### config.mk
export PLATFORM = sky130hd
export DESIGN_NAME = caesar_clk_gate_ctrl
export DESIGN_NICKNAME = d
export VERILOG_FILES = /design/src/rtl/caesar_clk_gate_ctrl.sv
export SDC_FILE = /design/constraint.sdc
export NUM_CORES = 1
export LEC_CHECK = 0
export ABC_CLOCK_PERIOD_IN_PS = 2700
export CAP_MARGIN = 20
export CORE_UTILIZATION = 40
export DETAILED_ROUTE_END_ITERATION = 12
export MAX_ROUTING_LAYER = met4
export RECOVER_POWER = 25
export SYNTH_ARGS = -nofsm -noshare
export SYNTH_HDL_FRONTEND = slang
export SYNTH_SLANG_ARGS = --single-unit
### constraint.sdc
create_clock -name clk_i -period 2.7 [get_ports clk_i]
set_input_delay 0.54 -clock clk_i [delete_from_list [all_inputs] [get_ports clk_i]]
set_output_delay 0.54 -clock clk_i [all_outputs]
set_load 0.05 [all_outputs]
### src/rtl/caesar_clk_gate_ctrl.sv
// caesar_clk_gate_ctrl: idle-driven clock gating for the caesar macro.
// Gates after N idle edges, wakes on demand with a fixed ready latency.
module caesar_clk_gate_ctrl #(
  parameter int CNT_W       = 8,
  parameter int WAKE_CYCLES = 2,
  parameter int EVT_W       = 16
) (
  input  logic             clk_i,
  input  logic             rst_i,
  input  logic             cfg_en_i,
  input  logic [CNT_W-1:0] idle_thresh_i,
  input  logic             req_i,
  input  logic             busy_i,
  output logic             ready_o,
  output logic             clk_en_o,
  output logic             gated_o,
  output logic [EVT_W-1:0] gate_events_o
);

  // State encoding keeps "gated" in a single flop bit, so the
  // clock-enable is a direct flop output and cannot glitch.
  typedef enum logic [1:0] {
    ACTIVE = 2'b00,
    GATED  = 2'b01,
    WAKE   = 2'b10
  } state_t;

  localparam logic [3:0] WAKE_LAST = 4'(WAKE_CYCLES - 1);

  state_t           state;
  state_t           state_nxt;
  logic [CNT_W-1:0] idle_cnt;
  logic [CNT_W-1:0] thresh_m1;
  logic [3:0]       wake_cnt;
  logic [EVT_W-1:0] gate_events;
  logic             idle;
  logic             thresh_hit;
  logic             wake_req;
  logic             wake_done;
  logic             do_gate;
  logic             evt_sat;

  // Idle qualification and terminal-count compares
  always_comb begin
    idle = cfg_en_i & ~req_i & ~busy_i
         & (idle_thresh_i != '0);
    thresh_m1  = idle_thresh_i - 1'b1;
    thresh_hit = (idle_cnt == thresh_m1);
    wake_req   = req_i | busy_i | ~cfg_en_i;
    wake_done  = (wake_cnt == WAKE_LAST);
    do_gate    = (state == ACTIVE) & idle
               & thresh_hit;
    evt_sat    = (gate_events == '1);
  end

  // State register
  always_ff @(posedge clk_i or posedge rst_i) begin
    if (rst_i) begin
      state <= ACTIVE;
    end else begin
      state <= state_nxt;
    end
  end

  // Next-state logic
  always_comb begin
    state_nxt = state;
    unique case (state)
      ACTIVE: begin
        if (do_gate) begin
          state_nxt = GATED;
        end
      end
      GATED: begin
        if (wake_req) begin
          state_nxt = WAKE;
        end
      end
      WAKE: begin
        if (wake_done) begin
          state_nxt = ACTIVE;
        end
      end
      default: begin
        state_nxt = ACTIVE;
      end
    endcase
  end

  // Output decode, purely from the state flops
  always_comb begin
    clk_en_o = ~state[0];
    gated_o  = state[0];
    ready_o  = (state == ACTIVE);
  end

  // Consecutive-idle counter, cleared by any activity
  always_ff @(posedge clk_i or posedge rst_i) begin
    if (rst_i) begin
      idle_cnt <= '0;
    end else if (state != ACTIVE) begin
      idle_cnt <= '0;
    end else if (!idle || thresh_hit) begin
      idle_cnt <= '0;
    end else begin
      idle_cnt <= idle_cnt + 1'b1;
    end
  end

  // Wake-latency counter, runs only while in WAKE
  always_ff @(posedge clk_i or posedge rst_i) begin
    if (rst_i) begin
      wake_cnt <= '0;
    end else if (state == WAKE) begin
      wake_cnt <= wake_cnt + 1'b1;
    end else begin
      wake_cnt <= '0;
    end
  end

  // Saturating count of ACTIVE->GATED transitions
  always_ff @(posedge clk_i or posedge rst_i) begin
    if (rst_i) begin
      gate_events <= '0;
    end else if (do_gate && !evt_sat) begin
      gate_events <= gate_events + 1'b1;
    end
  end

  assign gate_events_o = gate_events;

endmodule

# == Word-level counts from Yosys, hierarchy flattened ==
# Cells that the tools add are included.
# Widths: inputs -> output; s select.
# totals
ff_bits,30
latchBits,0
ramBits,0
rom_bits,0
in_bits,13
output_inout_bits,19
n_memories,0
# op_classes
add_sub_neg,4
n_mul,0
div_mod_pow,0
n_lt_le_gt_ge,0
eq_ne,8
shift,0
n_mux,7
bitwise,11
n_reduce_logical,8
# ops
op,n
$add 16x1->16 const B,1
$eq 16x16->1 const B,1
$mux 8,2
$add 8x1->8 const B,1
$eq 8x8->1,1
$reduce_bool 8->1,1
$sub 8x1->8 const B,1
$mux 2,3
$pmux 2 s3,1
$and 1x1->1,5
$add 4x1->4 const B,1
$eq 4x1->1 const B,1
$mux 4,1
$ne 2x2->1 const B,2
$not 1->1,4
$reduce_and 3->1,1
$eq 2x1->1 const B,1
$eq 2x2->1 const B,1
$logic_not 1->1,2
$logic_not 2->1,1
$ne 2x1->1 const B,1
$or 1x1->1,2
$reduce_bool 2->1,1
$logic_and 1x1->1,1
$logic_or 1x1->1,1

# == Depth between registers and ports, before layout ==
# logic_depth
depth_word,8
mapped_depth,10
ltp_nobuf,8

# == Worst setup path after synthesis ==
# Ideal clock, no wire load.
# synth_path
path_type,input -> register
start,input port req_i
end,"register gate_events[1], in the netlist gate_events_o[1]"
setup_time_ps,125
t_arrival_ps,2489
required_time_ps,2575
slack_ps,86
stages,7
path_buffers,2
cell_sequence,or4b_4 -> a311oi_2 -> o21ai_1 -> or4_1 -> buf_2 -> buf_6 -> mux2_4
# synth_between
elab_chain_len,7
# synth_lines
element,line,text
from (decl),12,"input logic req_i,"
$not 1->1,45,idle = cfg_en_i & ~req_i & ~busy_i
$and 1x1->1 (2 in a row),45,
$and 1x1->1,46,& (idle_thresh_i != '0);
$and 1x1->1,51,do_gate = (state == ACTIVE) & idle
$and 1x1->1,52,& thresh_hit;
$logic_and 1x1->1,125,end else if (do_gate && !evt_sat) begin
to (signal assigned),126,gate_events <= gate_events + 1'b1;
to (decl),35,logic [EVT_W-1:0] gate_events;
# No other way between the ends.
# A chain may end at the register's enable or synchronous reset.

# == Final worst setup path ==
# layout_path
start,input port idle_thresh_i[2]
end,"register gate_events[11], in the netlist gate_events_o[11]"
# layout_between
elab_chain_len,5
# layout_lines
element,line,text
from (decl),11,"input logic [CNT_W-1:0] idle_thresh_i,"
"parallel branches: the longest is 3 deep, another holds $sub 8x1->8",n/a,
$and 1x1->1 *,52,
$logic_and 1x1->1 *,125,
# Mark *: on every way between the ends.

==> results.py <==
metrics = {
    "detailed_routing": {
        "drc": 0,
        "firstDrtPassIters": 4,
        "vias": 1331,
        "drt_iter0_markers": 59,
        "wl_per_cell_um": 14.1,
        "viasPerCell": 5.04,
        "routed_wl_mm": 3.71,
        "drtAntennaViolNets": 0,
    },
    "synthesis": {
        "ys_warn_count": 0,
        "yosys.area.top_type": "dfrtp_1",
        "synthFlopType": "dfrtp_1",
        "synth_common_cells": "dfrtp_1, xor2_1, nor2_1, nand3_1, xnor2_1",
        "yosysMostFrequentCell": "dfrtp_1",
        "synth.distinct_cells": 34,
        "syn_area_mm2": 0.00169,
        "postSynthCellCount": 163,
        "synth_area_leaders": "dfrtp_1, xor2_1, xnor2_1, ha_1, nand3_1",
        "syn_avg_cell_area_um2": 10.3,
        "synth_edf_count": 0,
        "ys_ff_latch": 30,
        "yosysTopAreaCellShare_pct": 44.5,
        "syn_nets": 182,
        "async_flop_share_pct": 100,
        "synth_seq_area_share_pct": 44.5,
    },
    "clock_tree": {
        "cts_tree": "yes",
        "clkTransAtPathRegs_ps": 60,
        "h-tree-depth": 2,
        "cts_made_buffers": 5,
        "clockBufferDepth": 2,
        "cts-root-buf": "clkbuf_8",
        "clkLatencyLatePin_ps": 280,
        "numClockSinks": 30,
    },
    "place": {
        "routabilityCongestion": 0.789,
        "dp_hpwl_mm": 2.62,
        "place_ws_ps": -416,
        "io_buffers": 31,
    },
    "final_layout": {
        "num-nets-final": 232,
        "drive_gt1_share_pct": 21.5,
        "syn_to_final_growth_pct": 38.8,
        "n_antenna_cell": 0,
    },
    "sta": {
        "slew_headroom_pct": -5.38,
        "max_freq_mhz": 376,
        "fin_crit_sh_pct": 98.4,
        "worst_slew_pin_slew_ps": 1580,
        "finalSetupViolCount": 0,
        "clock_skew_ps": 7.82,
        "drv_slew": 31,
        "min_period_ps": 2660,
        "hold_viol": 0,
        "setup_ws_ps": 43.2,
    },
    "status": {
        "status": "finished, violations left",
        "violations": "capacitance limit, slew limit",
    },
    "worst_setup_path": {
        "cp.depth": 9,
        "crit_chain": "clkdlybuf4s50_1 > buf_4 > xor2_1 > xnor2_2 > o2111ai_2 > or4_4 > buf_8 > nor4_4 > xor2_1",
        "worstSetupEndpointType": "register",
        "critPathArrivalTime_ps": 2860,
        "cp.required_ps": 2900,
        "crit_slowest_cell": "clkdlybuf4s50_1",
        "cp_top_family": "buffers and inverters",
        "path_buf_inv": 3,
        "cp-start-kind": "input port",
        "crit_type": "in2reg",
        "crit_path_frequent_cell": "xor2_1",
        "slowest_delay_ps": 540,
        "cp_max_fo": 5,
        "rr_worst_depth": 7,
    },
    "die": {
        "boundaryPins": 32,
        "core_mm2": 0.00403,
        "die_x_um": 66.9,
        "die_area_mm2": 0.00448,
        "start_util_pct": 41.9,
        "die_y_um": 66.9,
        "std_cell_rows": 23,
    },
    "flow_run": {
        "cap_violations": 1,
    },
    "power_and_ir_drop": {
        "total_power_mw": 0.931,
        "max-vdd-ir-drop_v": 0.000262,
        "powerDensity_mw_per_mm2": 398,
        "p_leak_nw": 1.11,
    },
    "global_routing": {
        "grt_pass1_vias": 1315,
        "grt_max_degree": 31,
        "gr-usage-all-layers_pct": 18.2,
        "grt_remaining_overflow": 0,
        "grt_pass1_wl_mm": 5.76,
        "antenna_found_initial": 0,
    },
    "worst_hold_path": {
        "hold_class": "reg2reg",
        "hold_depth": 1,
    },
}
-- stage by stage --
| step | instance area [um^2] | TNS [ps] | util (%) | instances | hold WS [ps] |
|---|---|---|---|---|---|
| final | 2340 | 0 | 58.1 | 264 | 499 |
| after global routing | 2340 | -27.4 | 58.1 | 264 | 524 |
| after CTS | 2260 | 0 | 56.0 | 263 | 504 |
| after detailed placement | 2140 | -4280 | 53.2 | 255 | 490 |
| after global placement | 2140 | -3850 | 53.2 | 255 | 475 |
| after floorplan | 1690 | 0 | - | 163 | 460 |
-- power breakdown --
group	internal [mW]	total [mW]	switching, mW
clock network	0.205	0.380	0.175
registers	0.453	0.457	0.00426
logic	0.0449	0.0944	0.0495
total	0.702	0.931	0.229
-- kinds of logic after synthesis --
kind of cell	share of synthesized area, %
AND/OR/NAND/NOR	25.3
multiplexers	0.890
adder cells (fa/ha/maj)	4.45
buffers and inverters	3.19
flip-flops	44.5
AO/OA/AOI/OAI	3.49
XOR/XNOR	18.2
-- area by class of cell --
type | count | area (um^2)
clock buffers | 6 | 82.6
flip-flops and latches | 30 | 751
clock inverters | 2 | 12.5
inverters | 9 | 33.8
fillers | 361 | 1690
multi-input cells | 121 | 957
repair buffers | 46 | 442
well taps | 50 | 62.6
-- registers in the layout, summed over array words and instances (netlist names) --
name           count
idle_cnt           8
state              2
gate_events_o     16
wake_cnt           4
-- worst paths after layout --
| kind | start | endpoint | slack (ps) |
|---|---|---|---|
| worst max-delay path | idle_thresh_i[2] | gate_events_o[11] | 40 |
| max in group asynchronous | rst_i | idle_cnt[0] | 530 |
| worst min register to register | wake_cnt[0] | wake_cnt[0] | 500 |
| worst max register to register | state[1] | gate_events_o[11] | 140 |
| worst min-delay path | wake_cnt[0] | wake_cnt[0] | 500 |
| min in group asynchronous | rst_i | gate_events_o[8] | 1250 |
-- repair_timing --
action                                 4_1_cts  5_1_grt
buffers inserted                             0        1
pin swaps                                    2        9
setup endpoints to repair                    8        8
endpoints found under the hold margin        0        0
hold buffers                                 0        0
resized for setup                            3       17
-- layer usage --
| metal | share of wire (%) | global-route usage (%) |
|---|---|---|
| met2 | 50 | 28.5 |
| met3 | 3.5 | 4.62 |
| met5 | 0 | - |
| met4 | 1.4 | 8.51 |
| met1 | 45 | 21.9 |
-- worst register-to-register path: cells and delay by family (launching register included) --
family          cells  cell delay, ps
xor+xnor            1             190
flops               1             400
compound gates      2             400
simple gates        3            1330
buf+inv             1             160
-- layout by cell type, fill, tap and decap left out, types with 3 or more instances in the layout --
| cell | count |
|---|---|
| dfrtp_1 | 30 |
| nor3_2 | 5 |
| inv_1 | 7 |
| ha_1 | 5 |
| nor4_4 | 4 |
| nor2_2 | 4 |
| nor2_1 | 17 |
| nand2_1 | 6 |
| clkdlybuf4s50_1 | 24 |
| nand4_1 | 3 |
| dlymetal6s2s_1 | 6 |
| nand3_1 | 13 |
| xnor2_1 | 12 |
| buf_4 | 13 |
| and3_1 | 4 |
| clkbuf_8 | 6 |
| xor2_1 | 22 |
Power figures use the tool's default switching activity.
